## config.mk

```make
export PLATFORM = sky130hd
export DESIGN_NAME = y_mat_row_sequencer_flat
export DESIGN_NICKNAME = d
export VERILOG_FILES = /design/src/rtl/y_mat_pkg.sv /design/src/rtl/y_mat_row_sequencer_if.sv /design/src/rtl/y_mat_slot_extract.sv /design/src/rtl/y_mat_row_sequencer.sv /design/src/flat_wrapper.sv
export SDC_FILE = /design/constraint.sdc
export NUM_CORES = 1
export LEC_CHECK = 0
export BUFFER_PORTS_ARGS = -buffer_cell sky130_fd_sc_hd__buf_2
export CAP_MARGIN = 20
export CORE_UTILIZATION = 55
export CTS_CLUSTER_DIAMETER = 30
export DETAILED_ROUTE_END_ITERATION = 8
export GPL_ROUTABILITY_DRIVEN = 0
export PLACE_DENSITY = 0.91
export SYNTH_ARGS = -nofsm -noshare
export SYNTH_HDL_FRONTEND = slang
export SYNTH_HIERARCHICAL = 1
export SYNTH_SLANG_ARGS = --single-unit
export TNS_END_PERCENT = 10
```

## constraint.sdc

```tcl
create_clock -name clock -period 3.2 [get_ports clock]
set_input_delay 0.8 -clock clock [delete_from_list [all_inputs] [get_ports clock]]
set_output_delay 0.8 -clock clock [all_outputs]
set_load 0.01 [all_outputs]
```

## src/rtl/y_mat_pkg.sv

```systemverilog
// Shared types and constants for the Y-matrix row-address sequencer.
// Word layout: sixteen 16-bit slots, slot 0 in the top bits.
package y_mat_pkg;

    localparam int SLOT_W         = 16;
    localparam int FIELD_W        = 10;
    localparam int SLOTS_PER_WORD = 16;
    localparam int WORD_W         = 256;

    typedef enum logic [2:0] {
        S_IDLE,
        S_REQ,
        S_WAIT,
        S_EMIT,
        S_DONE
    } state_e;

    // Bit offset of slot s inside a word: slot 0 is the most significant.
    function automatic logic [7:0] slot_off(input logic [3:0] s);
        return 8'(SLOT_W) * (8'd15 - {4'd0, s});
    endfunction

endpackage

```

## src/rtl/y_mat_row_sequencer_if.sv

```systemverilog
// Control, memory-read and row-address stream signals of the sequencer.
// master is the sequencer side, slave is its environment.
interface y_mat_row_sequencer_if #(
    parameter int NUM_ROWS_W = 16,
    parameter int MEM_ADDR_W = 12
);

    logic                          start;
    logic [NUM_ROWS_W-1:0]         num_rows;
    logic                          busy;
    logic                          done;
    logic                          mem_rd_en;
    logic [MEM_ADDR_W-1:0]         mem_rd_addr;
    logic                          mem_rd_valid;
    logic [y_mat_pkg::WORD_W-1:0]  mem_rd_data;
    logic                          row_addr_valid;
    logic                          row_addr_ready;
    logic [y_mat_pkg::FIELD_W:0]   row_addr;
    logic [NUM_ROWS_W-1:0]         row_idx;

    modport master (
        input  start,
        input  num_rows,
        output busy,
        output done,
        output mem_rd_en,
        output mem_rd_addr,
        input  mem_rd_valid,
        input  mem_rd_data,
        output row_addr_valid,
        input  row_addr_ready,
        output row_addr,
        output row_idx
    );

    modport slave (
        output start,
        output num_rows,
        input  busy,
        input  done,
        input  mem_rd_en,
        input  mem_rd_addr,
        output mem_rd_valid,
        output mem_rd_data,
        input  row_addr_valid,
        output row_addr_ready,
        input  row_addr,
        input  row_idx
    );

endinterface

```

## src/rtl/y_mat_slot_extract.sv

```systemverilog
// 16:1 slot mux: pulls the 10-bit row address out of one word slot.
// Upper slot bits are dropped; output is zero while disabled.
module y_mat_slot_extract
    import y_mat_pkg::*;
(
    input  logic [WORD_W-1:0] word,
    input  logic [3:0]        slot,
    input  logic              en,
    output logic [FIELD_W:0]  addr
);

    always_comb begin
        addr = '0;
        if (en) begin
            addr = {1'b0, word[slot_off(slot) +: FIELD_W]};
        end
    end

endmodule

```

## src/rtl/y_mat_row_sequencer.sv

```systemverilog
// Walks rows 0..num_rows-1, fetching one 256-bit word per 16 rows
// and streaming each row's address over a valid/ready handshake.
module y_mat_row_sequencer
    import y_mat_pkg::*;
#(
    parameter int NUM_ROWS_W = 16,
    parameter int MEM_ADDR_W = 12
) (
    input logic                   clock,
    input logic                   reset,
    y_mat_row_sequencer_if.master bus
);

    state_e                state_q, state_d;
    logic [NUM_ROWS_W-1:0] row_q, row_d;
    logic [NUM_ROWS_W-1:0] num_q, num_d;
    logic [WORD_W-1:0]     buf_q, buf_d;
    logic [NUM_ROWS_W-1:0] row_nxt;
    logic                  emit;
    logic [FIELD_W:0]      slot_addr;

    always_comb begin
        state_d = state_q;
        row_d   = row_q;
        num_d   = num_q;
        buf_d   = buf_q;
        row_nxt = row_q + NUM_ROWS_W'(1);
        unique case (state_q)
            S_IDLE: begin
                if (bus.start) begin
                    if (bus.num_rows == '0) begin
                        state_d = S_DONE;
                    end else begin
                        num_d   = bus.num_rows;
                        row_d   = '0;
                        state_d = S_REQ;
                    end
                end
            end
            S_REQ: begin
                state_d = S_WAIT;
            end
            S_WAIT: begin
                if (bus.mem_rd_valid) begin
                    buf_d   = bus.mem_rd_data;
                    state_d = S_EMIT;
                end
            end
            S_EMIT: begin
                if (bus.row_addr_ready) begin
                    if (row_nxt == num_q) begin
                        state_d = S_DONE;
                    end else begin
                        row_d = row_nxt;
                        // Crossing into a new word needs a fresh fetch.
                        if (row_nxt[3:0] == 4'd0) begin
                            state_d = S_REQ;
                        end
                    end
                end
            end
            S_DONE: begin
                state_d = S_IDLE;
            end
            default: begin
                state_d = S_IDLE;
            end
        endcase
    end

    always_ff @(posedge clock or negedge reset) begin
        if (!reset) begin
            state_q <= S_IDLE;
            row_q   <= '0;
            num_q   <= '0;
            buf_q   <= '0;
        end else begin
            state_q <= state_d;
            row_q   <= row_d;
            num_q   <= num_d;
            buf_q   <= buf_d;
        end
    end

    assign emit = (state_q == S_EMIT);

    y_mat_slot_extract u_extract (
        .word (buf_q),
        .slot (row_q[3:0]),
        .en   (emit),
        .addr (slot_addr)
    );

    assign bus.busy           = (state_q != S_IDLE);
    assign bus.done           = (state_q == S_DONE);
    assign bus.mem_rd_en      = (state_q == S_REQ);
    assign bus.mem_rd_addr    = (state_q == S_REQ)
                              ? MEM_ADDR_W'(row_q[NUM_ROWS_W-1:4])
                              : '0;
    assign bus.row_addr_valid = emit;
    assign bus.row_addr       = slot_addr;
    assign bus.row_idx        = emit ? row_q : '0;

endmodule

```

## src/flat_wrapper.sv

```systemverilog
// flat-port wrapper written by rule: the top's interface ports become plain ports
module y_mat_row_sequencer_flat import y_mat_pkg::*;
#(
    parameter int NUM_ROWS_W = 16,
    parameter int MEM_ADDR_W = 12
)
  (clock, reset, bus_start, bus_num_rows, bus_busy, bus_done, bus_mem_rd_en, bus_mem_rd_addr, bus_mem_rd_valid, bus_mem_rd_data, bus_row_addr_valid, bus_row_addr_ready, bus_row_addr, bus_row_idx);
  y_mat_row_sequencer_if #(.NUM_ROWS_W(NUM_ROWS_W), .MEM_ADDR_W(MEM_ADDR_W)) bus_i ();
  input logic clock;
  input logic reset;
  input wire logic [$bits(bus_i.start)-1:0] bus_start;
  input wire logic [$bits(bus_i.num_rows)-1:0] bus_num_rows;
  output wire logic [$bits(bus_i.busy)-1:0] bus_busy;
  output wire logic [$bits(bus_i.done)-1:0] bus_done;
  output wire logic [$bits(bus_i.mem_rd_en)-1:0] bus_mem_rd_en;
  output wire logic [$bits(bus_i.mem_rd_addr)-1:0] bus_mem_rd_addr;
  input wire logic [$bits(bus_i.mem_rd_valid)-1:0] bus_mem_rd_valid;
  input wire logic [$bits(bus_i.mem_rd_data)-1:0] bus_mem_rd_data;
  output wire logic [$bits(bus_i.row_addr_valid)-1:0] bus_row_addr_valid;
  input wire logic [$bits(bus_i.row_addr_ready)-1:0] bus_row_addr_ready;
  output wire logic [$bits(bus_i.row_addr)-1:0] bus_row_addr;
  output wire logic [$bits(bus_i.row_idx)-1:0] bus_row_idx;
  assign bus_i.start = bus_start;
  assign bus_i.num_rows = bus_num_rows;
  assign bus_busy = bus_i.busy;
  assign bus_done = bus_i.done;
  assign bus_mem_rd_en = bus_i.mem_rd_en;
  assign bus_mem_rd_addr = bus_i.mem_rd_addr;
  assign bus_i.mem_rd_valid = bus_mem_rd_valid;
  assign bus_i.mem_rd_data = bus_mem_rd_data;
  assign bus_row_addr_valid = bus_i.row_addr_valid;
  assign bus_i.row_addr_ready = bus_row_addr_ready;
  assign bus_row_addr = bus_i.row_addr;
  assign bus_row_idx = bus_i.row_idx;
  y_mat_row_sequencer #(.NUM_ROWS_W(NUM_ROWS_W), .MEM_ADDR_W(MEM_ADDR_W)) u_core (.clock(clock), .reset(reset), .bus(bus_i));
endmodule
```

After elaboration in Yosys (flattened, before gate mapping). Index checks and enable logic that the tools add are counted.

Logic and storage cells: 43. Flip-flop bits (word level): 291. Output and inout port bits: 43. Bits of input ports: 277.

Add/sub/neg operators: 2. Reductions and logical operators: 9. Bitwise operators: 1. Mux-type cells: 15. Shift-type cells: 1. Eq/ne operators: 11.

Operators by type and width (number): $shiftx 256x9->10 (1); $mux 16 (5); $pmux 16 s2 (1); $mux 3 (6); $add 16x1->16 const B (1); $eq 16x16->1 (1); $logic_not 16->1 (1); $mux 12 (1); $pmux 3 s4 (1); $mux 10 (1); $ne 2x2->1 const B (5); $eq 3x2->1 const B (2); $reduce_and 5->1 (1); $logic_not 4->1 (1); $reduce_and 4->1 (1); $sub 4x4->4 const A (1); $eq 3x1->1 const B (1); $eq 3x3->1 const B (1); $logic_not 3->1 (1); $ne 3x3->1 const B (1); $reduce_and 3->1 (1); $reduce_bool 3->1 (1); $reduce_and 2->1 (1); $reduce_bool 2->1 (1); $not 1->1 (1).

Longest topological paths before layout. Gate-level depths: netlist of the first run.

Depth after elaboration: 6. Depth in mapped cells: 10. Gate-level depth less buffers: 8.

Cells and area by module. The synthesis of the first run kept the hierarchy.

Modules (own cells, without submodules): y_mat_row_sequencer (area an instance 11870.1 sq um, cells an instance 799, sequential area each 7282.0 sq um, times used 1); y_mat_slot_extract (area an instance 1445.1 sq um, cells an instance 165, sequential area each 0.0 sq um, times used 1).

Least setup slack after synthesis of the first run. No wires, ideal clock.

Path type: flip-flop to output port. From: register u_core.state_q[0]. To: output port bus_row_addr[8]. Required time: 2400 ps. Setup slack: 218 ps. Arrival time: 2182 ps. Buffers on the path: 4. Cell stages (with the launch flop): 11. Cell sequence: dfrtp_1 -> clkbuf_1 -> nand2_1 -> or2_2 -> inv_1 -> clkbuf_1 -> clkbuf_1 -> nor2b_1 -> buf_1 -> nand3_1 -> o21ai_1.

Cells in the longest elaborated chain, start to end: 2.

RTL lines: start, declared (line y_mat_row_sequencer.sv:14) `state_e state_q, state_d;`; start signal, assigned (line y_mat_row_sequencer.sv:78) `state_q <= state_d;`; $eq 3x2->1 (line y_mat_row_sequencer.sv:85) `assign emit = (state_q == S_EMIT);`; net bus_row_addr_valid (line flat_wrapper.sv:19) `output wire logic [$bits(bus_i.row_addr_valid)-1:0] bus_row_addr_valid;`; $mux 10 (line y_mat_slot_extract.sv:14) `if (en) begin`; end, declared (line flat_wrapper.sv:21) `output wire logic [$bits(bus_i.row_addr)-1:0] bus_row_addr;`.

The timed path passes the listed nets, and every way through them passes these cells.

Final worst setup path of the first run.
From: register u_core.row_q[0]. To: output port bus_row_addr[0].

Cells in the longest elaborated chain, start to end: 3.

RTL lines: start, declared (line y_mat_row_sequencer.sv:15) `logic [NUM_ROWS_W-1:0] row_q, row_d;`; start signal, assigned (line y_mat_row_sequencer.sv:79) `row_q <= row_d;`; $sub 4x4->4 (line y_mat_pkg.sv:20) `return 8'(SLOT_W) * (8'd15 - {4'd0, s});`; $shiftx 256x9->10 (line y_mat_slot_extract.sv:15) `addr = {1'b0, word[slot_off(slot) +: FIELD_W]};`; $mux 10 (line y_mat_slot_extract.sv:14).

No other way between the ends.

==> run_results.csv, run 1 <==
group,metric,value,unit
drt,wl_per_cell,20.7,um
clock_tree,cts_tree,"built",
placed_design,pre_cts_ws,0.336,ns
clock_tree,hold_buffers,0,
clock_tree,root_buffer,"clkbuf_16",
sta,worst-slew-pin-transition,0.884,ns
sta,drv_slew,0,
floorplanning,core_area,17400,um^2
setup_path,r2r_slack,0.17,ns
synth,synth_nets,1050,
layout,fin_nets,1252,
sta,setup_slack,0.118,ns
power,power_density,997,nW/um^2
sta,max_freq,324,MHz
floorplanning,die_w,136,um
drt,vias,7121,
synth,netlist_area,9830,um^2
hold_path,hp-class,"input pin to async pin",
drt,drtIter0Drc,422,
drt,ant_nets,0,
clock_tree,htree_levels,4,
grt,grt_pass1_wl,39.3,mm
clock_tree,numCtsBuffers,17,
floorplanning,dieArea,18400,um^2
grt,grt_pass1_vias,7323,
clock_tree,clk_latency,0.43,ns
setup_path,cp.arrival,2.28,ns
sta,worst_clock_skew,0.0106,ns
floorplanning,initial_utilization,0.566,
sta,finalSetupTns,0,ns
layout,area_growth,19.6,%
layout,layout.cells.non_filler,1220,
floorplanning,die_y,136,um
synth,netlist_instances,772,
power,p_total,11.7,mW
grt,grt_max_degree,107,
sta,setup_viol,0,
setup_path,cp.required,2.40,ns
sta,hold_violations,0,
synth,yosys_warnings,6,
setup_path,crit_path_end_kind,"primary output",
placed_design,portBuffers,222,
synth,syn_area_per_cell,12.7,um^2
setup_path,critPathMaxFanout,22,
clock_tree,clockBufferDepth,2,
drt,drcViolationCount,0,
floorplanning,io_pins,320,
status,status,"complete, no violations",
clock_tree,cts.clk_slew.worst_paths,0.07,ns
sta,rsz0062_at_grt,"false",
grt,grt_remaining_overflow,0,
layout,layout_common_cells,"221 x buf_2, 191 x dfrtp_1, 177 x mux2_2",
layout,drive_above_1_share,0.495,
floorplanning,row_count,48,
grt,track_usage,0.285,
sta,period_minus_slack,3.08,ns
power,leakagePower,5.42,nW
sta,timing.final.crit_share,0.963,
grt,antenna_found_initial,7,
setup_path,critical_path_class,"flip-flop to primary output",
power,vdd.ir_drop.worst,0.559,mV
placed_design,post-dp-hpwl,18.0,mm
job,drv_cap,0,
drt,vias_per_cell,5.84,
sta,hold-worst-slack,0.449,ns
layout,final_common_cell,"buf_2",
sta,max_slew_margin,0.411,
clock_tree,clock-sinks,195,
placed_design,placed_cells,1178,
drt,drt_wl_total,25.2,mm
setup_path,startpoint_type,"flip-flop",
drt,drt_first_pass_iters,5,
[routing by layer]
| layer | GRT usage | share of wire | vias to the layer above | routed length, um |
|---|---|---|---|---|
| met1 | 0.353 | 0.40 | 3544 | 10000 |
| met4 | 0.127 | 0.027 | 0 | 686 |
| met3 | 0.0569 | 0.068 | 48 | 1720 |
| li1 | - | - | 3226 | - |
| met2 | 0.480 | 0.51 | 303 | 12800 |
| met5 | 0 | 0 | - | 0 |
[what timing repair did]
item / in CTS / in global routing
resized for setup: 3 / 4
setup endpoints to repair: 10 / 10
cloned: 1 / 0
setup buffers: 1 / 0
[power breakdown]
part | switching [mW] | total (mW) | internal (mW)
clock | 0.965 | 2.08 | 1.12
sequential | 0.819 | 4.49 | 3.67
combinational | 2.50 | 5.15 | 2.65
[final timing paths]
kind,start,end,depth (start not counted)
worst max-delay path,u_core/row_q[0],bus_row_addr[0],7
worst min-delay path,reset,u_core/buf_q[18],1
worst max register to register,u_core/row_q[0],u_core/row_q[6],10
worst min register to register,u_core/buf_q[2],u_core/buf_q[2],1
max in group asynchronous,reset,u_core/buf_q[136],2
min in group clock,u_core/buf_q[2],u_core/buf_q[2],1
[stage by stage]
step	instance area (um^2)	util
after floorplan	9830	-
after global placement	11100	0.640
after detailed placement	11100	0.640
after CTS	11700	0.676
after global routing	11800	0.677
final	11800	0.677
[sequential cells by signal, indices dropped and copies added (netlist names)]
name / cells
u_core/buf_q: 160
u_core/num_q: 16
u_core/row_q: 16
u_core/state_q: 3
[critical path, stage by stage (launching register included)]
cell and delay (ns):
dfrtp_4 0.50, buf_16 0.19, buf_4 0.23, mux2i_1 0.18
a22oi_1 0.26, nand3_1 0.18, o21ai_1 0.14, buf_2 0.16
[area by class of cell]
type	count	area [um^2]
inverters	6	22.5
fillers	1246	5600
clock inverters	11	116
repair buffers	250	1440
clock buffers	21	450
flip-flops and latches	195	4890
multi-input cells	504	4540
diodes	8	20.0
well taps	225	282
No activity file was read; power rests on OpenSTA's default activity.
==> inputs of run 2 (changes only) <==
CORE_UTILIZATION = 51   (was 55)
PLACE_DENSITY = 0.86   (was 0.91)
==> run_results.csv, run 2 (synthesis results as in run 1) <==
group,metric,value,unit
status,status,"complete, no violations",
setup_path,reg2reg_depth,9,
floorplanning,die_w,141,um
setup_path,critPathSlowestCell,"dfrtp_4",
setup_path,crit_chain,"buf_16 > buf_8 > mux2i_1 > a22oi_1 > nand2_1 > o21ai_1 > buf_2",
clock_tree,numCtsBuffers,17,
floorplanning,core_area,18800,um^2
setup_path,critPathMaxFanout,25,
layout,final_area,11800,um^2
power,p_seq_frac,0.383,
layout,final_util,0.625,
grt,grt_remaining_overflow,0,
setup_path,cp.arrival,2.39,ns
placed_design,postPlaceCellArea,11100,um^2
layout,layout.cells.non_filler,1245,
setup_path,cpPeakStageDelay,0.53,ns
setup_path,reg2reg_to,"u_core/row_q[6]",
sta,timing.final.crit_share,0.998,
drt,vias_per_cell,5.69,
layout,layout_common_cells,"221 x buf_2, 192 x dfrtp_1, 177 x mux2_2",
layout,drive_above_1_share,0.501,
grt,track_usage,0.254,
sta,hold_violations,0,
setup_path,startpoint_type,"flip-flop",
clock_tree,htree_levels,4,
placed_design,placed_cells,1211,
grt,grt_pass1_vias,7262,
layout,nFillCells,1428,
setup_path,crit_start,"u_core/row_q[0]",
sta,hold-worst-slack,0.363,ns
floorplanning,die_y,141,um
clock_tree,cts.clk_slew.worst_paths,0.07,ns
setup_path,crit_path_end_kind,"primary output",
grt,antenna_found_initial,1,
layout,fin_nets,1249,
sta,period_minus_slack,3.19,ns
floorplanning,row_count,50,
hold_path,hp-class,"input pin to async pin",
clock_tree,postCtsSetupRepairBufs,0,
sta,rsz0062_at_grt,"true",
layout,area_growth,19.7,%
power,power.switching,4.30,mW
power,internal_power,7.36,mW
power,power_density,991,nW/um^2
sta,max_freq,313,MHz
layout,top_register,"u_core/buf_q",
placed_design,post-dp-hpwl,17.6,mm
drt,drt_first_pass_iters,5,
setup_path,critical_path_class,"flip-flop to primary output",
clock_tree,clock-sinks,195,
drt,vias,7081,
power,p_total,11.7,mW
layout,largestRegisters,"u_core/buf_q (160), u_core/num_q (16), u_core/row_q (16)",
power,p_sw_frac,0.369,
sta,drv_slew,0,
power,pwr-share-clk,0.174,
clock_tree,cts_tree,"built",
grt,grt_max_degree,76,
drt,drcViolationCount,0,
drt,wl_per_cell,19.8,um
clock_tree,clk_latency,0.43,ns
power,vdd.ir_drop.worst,0.462,mV
sta,setup_viol,0,
layout,largest_reg_flops,160,
power,leakagePower,5.40,nW
sta,max_slew_margin,0.582,
drt,drtIter0Drc,373,
layout,final_common_cell,"buf_2",
sta,worst-slew-pin-transition,0.626,ns
floorplanning,dieArea,19800,um^2
sta,worst_clock_skew,0.0145,ns
setup_path,cp.required,2.40,ns
clock_tree,hold_buffers,0,
floorplanning,initial_utilization,0.522,
drt,drt_wl_total,24.6,mm
job,drv_cap,0,
setup_path,r2r-start,"u_core/row_q[0]",
power,combPwrFrac,0.443,
setup_path,r2r_slack,0.40,ns
placed_design,portBuffers,222,
drt,ant_nets,0,
clock_tree,clockBufferDepth,2,
floorplanning,io_pins,320,
clock_tree,root_buffer,"clkbuf_16",
grt,grt_pass1_wl,38.6,mm
## run 2: changes by cell type in the layout (fill, tap and decap cells not counted), sizes merged
cell,delta
buf,-3
bufinv,-1
clkbuf,-3
clkinvlp,+3
diode,-7
inv,+1
## run 2: how the worst max path moves through the flow
stage / slack (ns) / cells after the start / end
floorplan: 0.22 / 10 / bus_row_addr[8]
global placement: 0.34 / 7 / bus_row_addr[0]
detailed placement: 0.33 / 7 / bus_row_addr[0]
CTS: 0.03 / 6 / bus_row_addr[1]
global route: -0.05 / 7 / bus_row_addr[8]
finish: 0.008 / 7 / bus_row_addr[8]
## run 2: timing repair
item / 4_1_cts / 5_1_grt
setup endpoints to repair: 10 / 10
gates cloned: 1 / 0
gates resized for setup: 4 / 8
## run 2: layout make-up
| type | count | area, um^2 | share of cell area |
|---|---|---|---|
| clock inverters | 14 | 120 | 0.0102 |
| clock buffers | 18 | 439 | 0.0373 |
| inverters | 6 | 22.5 | 0.00191 |
| multi-input cells | 504 | 4560 | 0.388 |
| well taps | 260 | 325 | 0.0276 |
| flip-flops and latches | 195 | 4890 | 0.415 |
| repair buffers | 247 | 1410 | 0.120 |
| diodes | 1 | 2.50 | 0.000213 |
## run 2: per-layer routing
layer | part of all wire | global-route usage | vias to the layer above
met5 | 0 | 0 | -
li1 | - | - | 3214
met3 | 0.061 | 0.0516 | 42
met4 | 0.021 | 0.0824 | 0
met2 | 0.50 | 0.433 | 283
met1 | 0.42 | 0.326 | 3542
## run 2: per-stage QoR
stage               worst slack [ns]  setup TNS, ns
global route                 -0.0468        -0.0652
global placement               0.338              0
floorplan                      0.218              0
detailed placement             0.326              0
CTS                           0.0275              0
finish                       0.00797              0
## run 2: worst max-delay path: cells and delay by family (launching register included)
kind	cells	cell delay (ns)
buf+inv	3	0.70
flops	1	0.53
simple gates	1	0.13
compound gates	2	0.43
mux	1	0.16
## run 2: power by group through the flow
| stage | Sequential (mW) | Combinational [mW] | Clock (mW) |
|---|---|---|---|
| after floorplan | 4.17 | 3.82 | 0 |
| after global placement | 4.39 | 4.82 | 0 |
| after detailed placement | 4.49 | 4.96 | 0 |
| after CTS | 4.46 | 5.10 | 2.07 |
| after global routing | 4.62 | 5.52 | 2.17 |
| final | 4.47 | 5.16 | 2.03 |
